`src/rtl/wisc_pkg.sv`:
```
// Shared definitions for the instruction encoder slice.
//   FIFO_DEPTH_DEFAULT : default number of output buffer entries
//   WORD_W             : encoded instruction width
//   OP_*               : 5-bit opcodes, placed in word[15:11]
//   fmt_e              : encoding format selected by opcode
package wisc_pkg;

   localparam int FIFO_DEPTH_DEFAULT = 4;
   localparam int WORD_W             = 16;

   localparam logic [4:0] OP_HALT  = 5'b00000;
   localparam logic [4:0] OP_NOP   = 5'b00001;
   localparam logic [4:0] OP_SIIC  = 5'b00010;
   localparam logic [4:0] OP_RTI   = 5'b00011;
   localparam logic [4:0] OP_J     = 5'b00100;
   localparam logic [4:0] OP_JR    = 5'b00101;
   localparam logic [4:0] OP_JAL   = 5'b00110;
   localparam logic [4:0] OP_JALR  = 5'b00111;
   localparam logic [4:0] OP_ADDI  = 5'b01000;
   localparam logic [4:0] OP_SUBI  = 5'b01001;
   localparam logic [4:0] OP_XORI  = 5'b01010;
   localparam logic [4:0] OP_ANDNI = 5'b01011;
   localparam logic [4:0] OP_BEQZ  = 5'b01100;
   localparam logic [4:0] OP_BNEZ  = 5'b01101;
   localparam logic [4:0] OP_BLTZ  = 5'b01110;
   localparam logic [4:0] OP_BGEZ  = 5'b01111;
   localparam logic [4:0] OP_ST    = 5'b10000;
   localparam logic [4:0] OP_LD    = 5'b10001;
   localparam logic [4:0] OP_SLBI  = 5'b10010;
   localparam logic [4:0] OP_STU   = 5'b10011;
   localparam logic [4:0] OP_ROLI  = 5'b10100;
   localparam logic [4:0] OP_SLLI  = 5'b10101;
   localparam logic [4:0] OP_RORI  = 5'b10110;
   localparam logic [4:0] OP_SRLI  = 5'b10111;
   localparam logic [4:0] OP_LBI   = 5'b11000;
   localparam logic [4:0] OP_BTR   = 5'b11001;
   localparam logic [4:0] OP_SHIFT = 5'b11010;
   localparam logic [4:0] OP_ARITH = 5'b11011;
   localparam logic [4:0] OP_SEQ   = 5'b11100;
   localparam logic [4:0] OP_SLT   = 5'b11101;
   localparam logic [4:0] OP_SLE   = 5'b11110;
   localparam logic [4:0] OP_SCO   = 5'b11111;

   // ZERO: no operands; J: 11-bit displacement; I1S/I1Z: 5-bit imm signed/unsigned;
   // I2S/I2Z: 8-bit imm signed/unsigned; R: funct forced 00; RF: funct passed through
   typedef enum logic [2:0] {
      FMT_ZERO,
      FMT_J,
      FMT_I1S,
      FMT_I1Z,
      FMT_I2S,
      FMT_I2Z,
      FMT_R,
      FMT_RF
   } fmt_e;

endpackage

```
`src/rtl/instr_fifo.sv`:
```
// Synchronous FIFO holding encoded instruction words.
//   clk, rst            : clock, asynchronous active-high reset (empties the FIFO)
//   push, push_data     : write request/data, ignored when full
//   pop                 : remove head, ignored when empty
//   pop_data            : head word, forced to zero while empty
//   empty, full, count  : occupancy status
module instr_fifo #(
   parameter int DEPTH = wisc_pkg::FIFO_DEPTH_DEFAULT,
   parameter int WIDTH = wisc_pkg::WORD_W
) (
   input  logic                         clk,
   input  logic                         rst,
   input  logic                         push,
   input  logic [WIDTH-1:0]             push_data,
   input  logic                         pop,
   output logic [WIDTH-1:0]             pop_data,
   output logic                         empty,
   output logic                         full,
   output logic [$clog2(DEPTH+1)-1:0]   count
);

   localparam int AW = (DEPTH > 1) ? $clog2(DEPTH) : 1;
   localparam int CW = $clog2(DEPTH+1);

   logic [WIDTH-1:0] mem [DEPTH];
   logic [AW-1:0]    wr_ptr;
   logic [AW-1:0]    rd_ptr;
   logic             do_push;
   logic             do_pop;

   assign empty   = (count == '0);
   assign full    = (count == CW'(DEPTH));
   assign do_push = push & ~full;
   assign do_pop  = pop & ~empty;

   // Stale storage is never visible: the head reads as zero when nothing is queued.
   assign pop_data = empty ? '0 : mem[rd_ptr];

   always_ff @(posedge clk) begin
      if (do_push) begin
         mem[wr_ptr] <= push_data;
      end
   end

   always_ff @(posedge clk or posedge rst) begin
      if (rst) begin
         wr_ptr <= '0;
         rd_ptr <= '0;
         count  <= '0;
      end else begin
         if (do_push) begin
            wr_ptr <= (wr_ptr == AW'(DEPTH-1)) ? '0 : wr_ptr + 1'b1;
         end
         if (do_pop) begin
            rd_ptr <= (rd_ptr == AW'(DEPTH-1)) ? '0 : rd_ptr + 1'b1;
         end
         case ({do_push, do_pop})
            2'b10:   count <= count + 1'b1;
            2'b01:   count <= count - 1'b1;
            default: count <= count;
         endcase
      end
   end

endmodule

```
`src/rtl/instr_encoder.sv`:
```
// Symbolic-to-binary instruction encoder with an output FIFO.
//   clk, rst                    : clock, asynchronous active-high reset
//   in_valid/in_ready           : request handshake
//   in_op, in_rs, in_rt, in_rd  : opcode and register fields
//   in_funct, in_imm            : R-format function code, immediate/displacement
//   out_valid/out_ready         : FIFO head handshake
//   out_instr, out_addr         : head word and its byte address
//   err                         : one-cycle pulse after an out-of-range request is accepted
//   done                        : HALT has been emitted and the FIFO is drained
//
// state   | meaning
// --------+-------------------------------------------------------------
// RUN     | accepting requests while the FIFO has space
// DRAIN   | HALT queued; no new requests, waiting for the FIFO to empty
// HALTED  | everything emitted; only rst leaves this state
module instr_encoder #(
   parameter int FIFO_DEPTH = wisc_pkg::FIFO_DEPTH_DEFAULT
) (
   input  logic        clk,
   input  logic        rst,
   input  logic        in_valid,
   output logic        in_ready,
   input  logic [4:0]  in_op,
   input  logic [2:0]  in_rs,
   input  logic [2:0]  in_rt,
   input  logic [2:0]  in_rd,
   input  logic [1:0]  in_funct,
   input  logic [15:0] in_imm,
   output logic        out_valid,
   input  logic        out_ready,
   output logic [15:0] out_instr,
   output logic [15:0] out_addr,
   output logic        err,
   output logic        done
);

   import wisc_pkg::*;

   localparam int CW = $clog2(FIFO_DEPTH+1);

   typedef enum logic [1:0] {
      ST_RUN,
      ST_DRAIN,
      ST_HALTED
   } state_e;

   state_e          state_q;
   state_e          state_d;
   fmt_e            fmt;
   logic            imm_ok;
   logic [15:0]     word;
   logic            accept;
   logic            push;
   logic            pop;
   logic            fifo_empty;
   logic            fifo_full;
   logic [CW-1:0]   fifo_count;
   logic            err_q;
   logic [15:0]     addr_q;

   always_comb begin
      fmt = FMT_ZERO;
      case (in_op)
         OP_HALT, OP_NOP, OP_SIIC, OP_RTI:                 fmt = FMT_ZERO;
         OP_J, OP_JAL:                                     fmt = FMT_J;
         OP_BEQZ, OP_BNEZ, OP_BLTZ, OP_BGEZ,
         OP_LBI, OP_JR, OP_JALR:                           fmt = FMT_I2S;
         OP_SLBI:                                          fmt = FMT_I2Z;
         OP_ADDI, OP_SUBI, OP_ST, OP_LD, OP_STU:           fmt = FMT_I1S;
         OP_XORI, OP_ANDNI,
         OP_ROLI, OP_SLLI, OP_RORI, OP_SRLI:               fmt = FMT_I1Z;
         OP_SHIFT, OP_ARITH:                               fmt = FMT_RF;
         OP_BTR, OP_SEQ, OP_SLT, OP_SLE, OP_SCO:           fmt = FMT_R;
         default:                                          fmt = FMT_ZERO;
      endcase
   end

   // A signed field of N bits holds the value only if every bit above N-1
   // matches the field's sign bit; an unsigned field needs those bits clear.
   always_comb begin
      imm_ok = 1'b1;
      case (fmt)
         FMT_J:   imm_ok = (&in_imm[15:10]) | ~(|in_imm[15:10]);
         FMT_I2S: imm_ok = (&in_imm[15:7])  | ~(|in_imm[15:7]);
         FMT_I2Z: imm_ok = ~(|in_imm[15:8]);
         FMT_I1S: imm_ok = (&in_imm[15:4])  | ~(|in_imm[15:4]);
         FMT_I1Z: imm_ok = ~(|in_imm[15:5]);
         default: imm_ok = 1'b1;
      endcase
   end

   always_comb begin
      word = {in_op, 11'b0};
      case (fmt)
         FMT_ZERO:         word = {in_op, 11'b0};
         FMT_J:            word = {in_op, in_imm[10:0]};
         FMT_I2S, FMT_I2Z: word = {in_op, in_rs, in_imm[7:0]};
         FMT_I1S, FMT_I1Z: word = {in_op, in_rs, in_rd, in_imm[4:0]};
         FMT_RF:           word = {in_op, in_rs, in_rt, in_rd, in_funct};
         FMT_R:            word = {in_op, in_rs, in_rt, in_rd, 2'b00};
         default:          word = {in_op, 11'b0};
      endcase
   end

   // in_ready looks only at registered state, so a pop in the same cycle
   // never opens a slot for a push while full.
   assign in_ready = (state_q == ST_RUN) & ~fifo_full;
   assign accept   = in_valid & in_ready;
   assign push     = accept & imm_ok;
   assign pop      = out_valid & out_ready;

   instr_fifo #(
      .DEPTH (FIFO_DEPTH),
      .WIDTH (WORD_W)
   ) u_fifo (
      .clk       (clk),
      .rst       (rst),
      .push      (push),
      .push_data (word),
      .pop       (pop),
      .pop_data  (out_instr),
      .empty     (fifo_empty),
      .full      (fifo_full),
      .count     (fifo_count)
   );

   assign out_valid = ~fifo_empty;

   always_ff @(posedge clk or posedge rst) begin
      if (rst) begin
         state_q <= ST_RUN;
      end else begin
         state_q <= state_d;
      end
   end

   // Leaving DRAIN on the edge that pops the last word makes done visible
   // in the cycle right after that pop.
   always_comb begin
      state_d = state_q;
      done    = 1'b0;
      case (state_q)
         ST_RUN: begin
            if (push && (in_op == OP_HALT)) begin
               state_d = ST_DRAIN;
            end
         end
         ST_DRAIN: begin
            if (fifo_empty || ((fifo_count == CW'(1)) && pop)) begin
               state_d = ST_HALTED;
            end
         end
         ST_HALTED: begin
            done = 1'b1;
         end
         default: begin
            state_d = ST_RUN;
         end
      endcase
   end

   always_ff @(posedge clk or posedge rst) begin
      if (rst) begin
         err_q  <= 1'b0;
         addr_q <= 16'h0000;
      end else begin
         err_q <= accept & ~imm_ok;
         if (pop) begin
            addr_q <= addr_q + 16'd2;
         end
      end
   end

   assign err      = err_q;
   assign out_addr = addr_q;

endmodule

```
`config.mk`:
```
export PLATFORM = sky130hd
export DESIGN_NAME = instr_encoder
export DESIGN_NICKNAME = d
export VERILOG_FILES = /design/src/rtl/wisc_pkg.sv /design/src/rtl/instr_fifo.sv /design/src/rtl/instr_encoder.sv
export SDC_FILE = /design/constraint.sdc
export NUM_CORES = 1
export LEC_CHECK = 0
export CORE_MARGIN = 2
export CORE_UTILIZATION = 45
export CTS_BUF_LIST = sky130_fd_sc_hd__clkbuf_8 sky130_fd_sc_hd__clkbuf_16
export CTS_CLUSTER_DIAMETER = 50
export CTS_CLUSTER_SIZE = 24
export DETAILED_ROUTE_END_ITERATION = 6
export GPL_ROUTABILITY_DRIVEN = 0
export PLACE_DENSITY = 0.77
export SLEW_MARGIN = 20
export SYNTH_ARGS = -nofsm -noshare
export SYNTH_HDL_FRONTEND = slang
export SYNTH_SLANG_ARGS = --single-unit
```
`constraint.sdc`:
```
create_clock -name clk -period 3.15 [get_ports clk]
set_input_delay 0.315 -clock clk [delete_from_list [all_inputs] [get_ports clk]]
set_output_delay 0.315 -clock clk [all_outputs]
set_load 0.03 [all_outputs]
```
Word-level counts from Yosys, hierarchy flattened

Memory sizes are Yosys's and may differ from the RTL's.
Index checks and enable logic that the tools add are counted.

Register bits after elaboration: 26
RAM bits: 64
ROM bits: 96
Bits of input ports: 36
Logic and storage cells: 80
Memories kept: 2

Add/subtract/negate cells: 5
Eq/ne operators: 17
Mux-type cells: 12
Bitwise gates (word level): 19
Reduce and logical (&&, ||, !) cells: 19

Memory list:

| name             | depth | width | rd ports | clocked after Yosys merged registers in | write ports | line                | text |
|---|---|---|---|---|---|---|---|
| (name not given) | 32    | 3     | 1        | 0                                       | 0           | instr_encoder.sv:63 | `case (in_op)` |
| u_fifo.mem       | 4     | 16    | 1        | 0                                       | 1           | instr_fifo.sv:25    | `logic [WIDTH-1:0] mem [DEPTH];` |

Operators by type and width:

| kind                                                                  | number |
|---|---|
| 16-bit case mux with 6 select lines                                   | 1 |
| 16-bit by 2-bit adder with 16-bit output, second input constant       | 1 |
| 16-bit 2-to-1 mux                                                     | 1 |
| 3-bit equality test, second input constant                            | 5 |
| 12-bit AND reduction                                                  | 1 |
| 12-bit OR reduction                                                   | 1 |
| 11-bit OR reduction                                                   | 1 |
| 1-bit NOT                                                             | 9 |
| 9-bit AND reduction                                                   | 1 |
| 9-bit OR reduction                                                    | 1 |
| 2-bit equality test, second input constant                            | 4 |
| 2-bit 2-to-1 mux                                                      | 4 |
| 8-bit OR reduction                                                    | 1 |
| 1-bit AND                                                             | 7 |
| 3-bit by 1-bit equality test with 1-bit output, second input constant | 2 |
| 3-bit by 2-bit equality test with 1-bit output, second input constant | 2 |
| 3-bit logical NOT                                                     | 2 |
| 2-bit case mux with 3 select lines                                    | 1 |
| 3-bit case mux with 2 select lines                                    | 1 |
| 6-bit AND reduction                                                   | 1 |
| 6-bit OR reduction                                                    | 1 |
| 5-bit logical NOT                                                     | 1 |
| 1-bit case mux with 5 select lines                                    | 1 |
| 2-bit by 1-bit adder with 2-bit output, second input constant         | 2 |
| other kinds (13)                                                      | 20 |

Depth between registers and ports, before layout

Gate-level depths: netlist of the first run.

Depth in word-level cells: 8
Depth in mapped cells: 11
Mapped depth without buffers: 10

Cells and area by module

From an unflattened synthesis of the first run, not the netlist that was laid out.

Cells, all modules: 294
Area, all modules: 4289.1 sq um

By module, submodules not included:

| module        | times used | cells an instance | area each (sq um) | seq. area each (sq um) |
|---|---|---|---|---|
| instr_fifo    | 1          | 141               | 2979.1            | 2097.0 |
| instr_encoder | 1          | 153               | 1310.0            | 450.4 |

Least setup slack after synthesis of the first run

No wires, ideal clock.

Path type: reg-to-reg
From: register u_fifo.count[0]
To: register u_fifo.count[2]
Library setup time: 0.079 ns
Arrival: 2.653 ns
Slack: 0.418 ns
Stages on the path, launching flop included: 10
Path buffers: 0
Cell sequence: dfrtp_1 -> inv_1 -> ha_1 -> a211oi_1 -> nand2_1 -> a31oi_4 -> inv_1 -> ha_1 -> nor2_1 -> xor2_1

Longest elaborated chain between the ends: 8
Elaborated cells on any way between the ends: 16
Those cells by class: 2 x add/sub; 3 x eq/ne; 1 x mux; 8 x bitwise; 2 x reduce/logical

RTL lines:

| item                                                                                  | line                 | text |
|---|---|---|
| start: declaration                                                                    | instr_fifo.sv:19     | `output logic [$clog2(DEPTH+1)-1:0] count` |
| start signal: assignment                                                              | instr_fifo.sv:58     | `2'b10: count <= count + 1'b1;` |
| start signal: assignment                                                              | instr_fifo.sv:59     | `2'b01: count <= count - 1'b1;` |
| start signal: assignment                                                              | instr_fifo.sv:60     | `default: count <= count;` |
| 3-bit equality test (*)                                                               | instr_fifo.sv:32     | `assign full = (count == CW'(DEPTH));` |
| 1-bit NOT (*)                                                                         | instr_encoder.sv:107 | `assign in_ready = (state_q == ST_RUN) & ~fifo_full;` |
| 1-bit AND (*)                                                                         | instr_encoder.sv:107 |  |
| via in_ready                                                                          | instr_encoder.sv:22  | `output logic in_ready,` |
| 1-bit AND (*)                                                                         | instr_encoder.sv:108 | `assign accept = in_valid & in_ready;` |
| 1-bit AND (*)                                                                         | instr_encoder.sv:109 | `assign push = accept & imm_ok;` |
| 1-bit AND (*)                                                                         | instr_fifo.sv:33     | `assign do_push = push & ~full;` |
| 2-bit by 1-bit equality test with 1-bit output or 2-bit equality test (tied branches) | instr_fifo.sv:57     | `case ({do_push, do_pop})` |
| 3-bit case mux with 2 select lines or 2-bit nonzero test (tied branches)              | n/a                  |  |

The timed path passes the listed nets; every way through them passes the cells marked *.
A chain may end at the register's enable or synchronous reset.

Final worst setup path of the first run

From: register u_fifo.rd_ptr[1]
To: output out_instr[10]

Longest elaborated chain between the ends: 2

RTL lines:

| item                     | line                | text |
|---|---|---|
| start: declaration       | instr_fifo.sv:27    | `logic [AW-1:0] rd_ptr;` |
| start signal: assignment | instr_fifo.sv:55    | `rd_ptr <= (rd_ptr == AW'(DEPTH-1)) ? '0 : rd_ptr + 1'b1;` |
| memory 4 x 16 bit        | n/a                 |  |
| 16-bit 2-to-1 mux        | instr_fifo.sv:37    | `assign pop_data = empty ? '0 : mem[rd_ptr];` |
| end: declaration         | instr_encoder.sv:31 | `output logic [15:0] out_instr,` |

No other way between the ends.

==> flow_metrics.py, run 1 <==
metrics = {
    "run_status": {
        "status": "complete, no violations",
    },
    "global_route": {
        "grt_usage_pct": 19.0,
        "grt_util_met3_pct": 5.29,
        "grt_overflow_total": 0,
        "grt_max_degree": 26,
        "grtUsageMet1_pct": 23.4,
        "grt_antenna_before_repair": 0,
        "met2_usage_pct": 31.9,
        "grt_pass1_wl_mm": 14.2,
        "grt_pass1_vias": 2851,
        "top_usage_layer": "met2",
    },
    "cts": {
        "cts_resized": 0,
        "post_cts_buffers": 0,
        "clk_pin_slew_ps": 90,
        "h-tree-depth": 3,
        "cts.path.max_buffers": 2,
        "postCtsHoldBufs": 0,
        "cts_tree": "yes",
        "clk_latency_ps": 360,
        "cts.root.buffer_cell": "clkbuf_8",
        "cts_made_buffers": 9,
        "clkSinkCount": 89,
    },
    "synth": {
        "yosysTopAreaCellShare_pct": 46.3,
        "synth_area_leader_cell": "edfxtp_1",
        "syn_inst": 291,
        "synthesis.area_sq_um": 4160,
        "ys.flop_type": "edfxtp_1",
        "synth_area_leaders": "edfxtp_1 46%, dfrtp_1 15%, mux4_2 8.7%",
        "ys_warn_count": 0,
        "ys_ff_latch": 89,
        "synth.distinct_cells": 48,
        "avgSynthCellArea_sq_um": 14.3,
        "synth_fp_nets": 338,
        "synth-edff-count": 64,
        "ys_async_sr_fraction_pct": 28.1,
        "synth_seq_area_share_pct": 61.3,
    },
    "worst_setup_path": {
        "rr_startpoint": "u_fifo.count[0]",
        "crit_chain": "mux4_2, and2_1, clkdlybuf4s50_1",
        "cp-start-kind": "register",
        "rr_worst_depth": 10,
        "rrSetupSlack_ps": 760,
        "max_stage_delay_ps": 880,
        "cp_max_fo": 18,
        "reg2reg_to": "u_fifo.count[2]",
        "crit_start": "u_fifo.rd_ptr[1]",
        "cp_slowest_cell": "dfrtp_1",
        "cp.arrival_ps": 2460,
        "cp-end-kind": "output port",
        "cp.required_ps": 2830,
        "crit_type": "reg2out",
    },
    "detailed_routing": {
        "drtPass1Iterations": 4,
        "drcViolationCount": 0,
        "vias": 2620,
        "drt_wl_total_mm": 8.85,
        "routed_via_density": 5.40,
        "drtAntennaViolNets": 0,
        "wl_per_cell_um": 18.3,
        "drt_iter0_markers": 159,
    },
    "timing": {
        "fin_ws_ps": 379,
        "setup-violations-final": 0,
        "post-route-min-period_ps": 2770,
        "relSlewSlack_pct": 34.8,
        "final_max_slew_viol_count": 0,
        "whs_ps": 474,
        "worst_pin_slew_ps": 977,
        "rsz0062_at_grt": "no",
        "min_period_over_period_pct": 88.0,
        "hold_viol": 0,
        "tns_ps": 0,
        "fmax_mhz": 361,
        "fin_worst_skew_ps": 9.43,
    },
    "placed_design": {
        "dpl.hpwl_mm": 6.30,
        "place_ws_ps": 328,
        "place_area_sq_um": 5000,
        "portBuffers": 70,
    },
    "power_and_ir_drop": {
        "ir_drop_mv": 0.211,
        "power.density_nw_per_um2": 403,
        "p_leak_nw": 1.89,
    },
    "die": {
        "die_area_sq_um": 10000,
        "core-area_sq_um": 9110,
        "start_util_pct": 45.6,
        "die_h_um": 100,
        "die_w_um": 100,
        "num_io_pins": 72,
        "placementRows": 35,
    },
    "worst_hold_path": {
        "min_to": "out_addr[15]",
        "min_from": "out_addr[15]",
        "min_path_type": "reg2reg",
        "worst_hold_path.num_cells": 1,
    },
    "finish": {
        "area_growth_pct": 24.5,
        "postLayoutCellArea_sq_um": 5170,
        "final_common_cell": "clkdlybuf4s50_1",
        "fillCellCount": 748,
        "finish.utilization_pct": 56.8,
        "final_cell_mix": "70 x clkdlybuf4s50_1, 64 x edfxtp_1, 25 x dfrtp_1",
        "final_nets": 416,
        "antenna-diode-count": 0,
        "layout-drive-gt1-share_pct": 15.0,
    },
    "flow_run": {
        "drv_cap": 0,
    },
}
[worst max-delay path, delay by kind of cell (launching register included)]
| family | cells | cell delay (ps) |
|---|---|---|
| buffers and inverters | 1 | 590 |
| DFF | 1 | 880 |
| muxes | 1 | 450 |
| and+or+nand+nor | 1 | 180 |
[cell type report]
class	instances	area [sq um]	share of cell area, %
flip-flops and latches	89	2550	49.2
multi-input cells	177	1500	29.0
repair buffers	79	768	14.8
well taps	111	139	2.68
clock buffers	9	124	2.39
inverters	13	48.8	0.943
clock inverters	7	47.5	0.919
[synth_stat cells, types with 2 or more instances]
library cell	n
a21oi_1	3
a222oi_1	3
a22o_1	3
and2_1	19
and2_2	4
and3_1	4
and4_1	2
buf_2	6
buf_4	2
clkbuf_1	3
dfrtp_1	25
edfxtp_1	64
ha_1	11
inv_1	13
mux2_2	3
mux2_4	2
mux2i_1	4
mux4_2	16
nand2_1	16
nand2b_1	2
nand3_1	13
nor2_1	16
nor2b_1	2
nor3_1	4
o21ai_0	9
o22ai_1	3
xnor2_1	12
xor2_1	7
[registers in the layout, summed over array words and instances (netlist names)]
register,cells
err,1
out_addr,15
state_q,2
u_fifo.count,3
u_fifo.mem,64
u_fifo.rd_ptr,2
u_fifo.wr_ptr,2
[routing by layer]
metal,wire [um],share of wire (%)
met1,3630,41
met4,175,2.0
met5,0,0
met3,500,5.6
met2,4550,51
[how the worst max path moves through the flow]
stage | end | slack, ps
after floorplan | u_fifo.count[2] | 420
after global placement | u_fifo.mem[0][4] | 400
after detailed placement | u_fifo.mem[1][6] | 330
after CTS | out_instr[10] | 340
after global routing | out_instr[10] | 280
final | out_instr[10] | 380
[power by group]
group | switching [W] | internal, W
clock | 0.000402 | 0.000283
sequential | 0 | 0.00126
combinational | 0.0000741 | 0.0000646
total | 0.000476 | 0.00161
[kinds of logic after synthesis]
| kind of cell | count (synthesis) | share of synthesized area (%) |
|---|---|---|
| DFF | 89 | 61.3 |
| xor gates and xnor gates | 19 | 4.00 |
| AOI/OAI and AO/OA | 31 | 5.69 |
| muxes | 25 | 11.2 |
| other | 1 | 0.0902 |
| adders and majority gates | 11 | 3.31 |
| buffers and inverters | 25 | 2.62 |
| and+or+nand+nor | 90 | 11.8 |
[stage by stage]
stage,instances,power [W]
floorplan,291,0.00135
global placement,469,0.00142
detailed placement,469,0.00143
CTS,485,0.00210
global route,485,0.00216
finish,485,0.00209
Note: power is estimated with default switching activity, not from simulation.
==> run 2: changes to the inputs <==
--- a/config.mk
+++ b/config.mk
@@ -11,8 +11,10 @@
 export CTS_CLUSTER_DIAMETER = 50
 export CTS_CLUSTER_SIZE = 24
 export DETAILED_ROUTE_END_ITERATION = 6
+export DONT_BUFFER_PORTS = 1
 export GPL_ROUTABILITY_DRIVEN = 0
-export PLACE_DENSITY = 0.77
+export HOLD_SLACK_MARGIN = 0.06
+export PLACE_DENSITY = 0.67
 export SLEW_MARGIN = 20
 export SYNTH_ARGS = -nofsm -noshare
 export SYNTH_HDL_FRONTEND = slang
==> run 2 against run 1 <==
Global-route usage fell by 2.0 points. Flip-flop and latch count stayed put. Register-to-register slack better by 50 ps. Total power decreased by 0.91%. Critical path type is now reg2reg. Largest power group unchanged.
==> flow_metrics.py, run 2 (synthesis results as in run 1) <==
metrics = {
    "cts": {
        "clkSinkCount": 89,
        "cts_resized": 0,
        "clk_pin_slew_ps": 80,
        "cts.root.buffer_cell": "clkbuf_8",
        "h-tree-depth": 3,
        "cts_tree": "yes",
        "post_cts_buffers": 0,
        "cts_made_buffers": 9,
        "clk_latency_ps": 340,
        "postCtsHoldBufs": 5,
        "cts.path.max_buffers": 2,
    },
    "worst_setup_path": {
        "crit_buf_inv": 1,
        "rrSetupSlack_ps": 810,
        "rr_startpoint": "u_fifo.count[0]",
        "cp-start-kind": "register",
        "max_stage_delay_ps": 480,
        "crit_type": "reg2reg",
        "cp-end-kind": "register",
        "cp_top_family": "simple AND/OR/NAND/NOR gates",
        "rr_worst_depth": 6,
        "crit_start": "u_fifo.count[0]",
        "crit_chain": "inv_1, ha_1, a211oi_1, nand2_1, a31oi_4, and2_2",
        "reg2reg_to": "u_fifo.mem[1][4]",
        "cp.required_ps": 3140,
        "cp_max_fo": 16,
        "cp_slowest_cell": "and2_2",
        "cp.arrival_ps": 2320,
    },
    "die": {
        "num_io_pins": 72,
        "core-area_sq_um": 9110,
        "die_h_um": 100,
        "die_area_sq_um": 10000,
        "start_util_pct": 45.6,
        "die_w_um": 100,
        "placementRows": 35,
    },
    "finish": {
        "antenna-diode-count": 0,
        "layout-drive-gt1-share_pct": 15.2,
        "final_nets": 345,
        "area_growth_pct": 8.13,
        "final_common_cell": "edfxtp_1",
        "largest_reg_flops": 64,
        "final_cell_mix": "64 x edfxtp_1, 25 x dfrtp_1, 19 x and2_1",
        "largest-register": "u_fifo.mem",
    },
    "global_route": {
        "grt_usage_pct": 17.0,
        "grt_pass1_vias": 2331,
        "grt_overflow_total": 0,
        "grt_antenna_before_repair": 0,
        "grt_pass1_wl_mm": 12.7,
        "grt_max_degree": 26,
    },
    "run_status": {
        "status": "complete, no violations",
    },
    "timing": {
        "rsz0062_at_grt": "no",
        "fin_worst_skew_ps": 11.0,
        "fin_ws_ps": 813,
        "setup-violations-final": 0,
        "relSlewSlack_pct": 37.0,
        "fmax_mhz": 428,
        "worst_pin_slew_ps": 944,
        "min_period_over_period_pct": 74.2,
        "final_max_slew_viol_count": 0,
        "hold_viol": 0,
        "tns_ps": 0,
        "post-route-min-period_ps": 2340,
    },
    "detailed_routing": {
        "drt_wl_total_mm": 8.02,
        "drtPass1Iterations": 4,
        "drtAntennaViolNets": 0,
        "routed_via_density": 5.65,
        "drt_iter0_markers": 163,
        "vias": 2339,
        "wl_per_cell_um": 19.4,
        "drcViolationCount": 0,
    },
    "power_and_ir_drop": {
        "p_sw_w": 0.000420,
        "ir_drop_mv": 0.249,
        "p_seq_share_pct": 61.1,
        "p_leak_nw": 1.64,
        "clockPowerShare_pct": 35.4,
        "comb_power_share_pct": 3.5,
        "internal_power_w": 0.00165,
        "switching_share_pct": 20.3,
        "power.density_nw_per_um2": 460,
    },
    "placed_design": {
        "place_ws_ps": 779,
        "dpl.hpwl_mm": 5.87,
        "portBuffers": 0,
    },
    "worst_hold_path": {
        "min_path_type": "in2async",
    },
    "flow_run": {
        "drv_cap": 0,
    },
}
[run 2: final cells by class]
| type | instances | area [sq um] |
|---|---|---|
| clock inverter | 7 | 62.6 |
| sequential | 89 | 2550 |
| timing repair buffer | 8 | 72.6 |
| fill | 771 | 4620 |
| clock buffer | 9 | 124 |
| inverter | 13 | 48.8 |
| multi-input combinational | 177 | 1500 |
| tap | 111 | 139 |
[run 2: power by group through the flow]
stage	Sequential (W)	Clock (W)	Combinational, W
final	0.00126	0.000732	0.0000726
after global placement	0.00129	0	0.0000643
after global routing	0.00126	0.000803	0.0000827
after floorplan	0.00129	0	0.0000572
after CTS	0.00126	0.000750	0.0000731
after detailed placement	0.00129	0	0.0000652
[run 2: per-layer routing]
layer  wire (um)  track usage, %  share of wire [%]
met5           0               0                  0
met4         125            5.58                1.6
met3         486            4.60                6.1
met2        3820            25.8                 48
met1        3600            24.2                 45
[run 2: worst max path at each step]
stage,end,slack (ps),cells past startpoint
2_1_floorplan,u_fifo.count[2],420,9
3_3_place_gp,u_fifo.mem[1][6],820,5
3_5_place_dp,u_fifo.mem[1][7],780,5
4_1_cts,u_fifo.mem[1][1],760,6
5_1_grt,u_fifo.mem[1][8],640,6
6_report,u_fifo.mem[1][4],810,6
[run 2: stage by stage]
step / hold slack, ps / std cells / util [%] / cell area [sq um] / power, W
6_report: 67.5 / 414 / 49.3 / 4490 / 0.00207
2_1_floorplan: 342 / 291 / - / 4160 / 0.00135
5_1_grt: 92.7 / 414 / 49.3 / 4490 / 0.00215
4_1_cts: 91.8 / 414 / 49.3 / 4490 / 0.00209
3_5_place_dp: 414 / 393 / 46.7 / 4260 / 0.00135
3_3_place_gp: 414 / 393 / 46.7 / 4260 / 0.00135
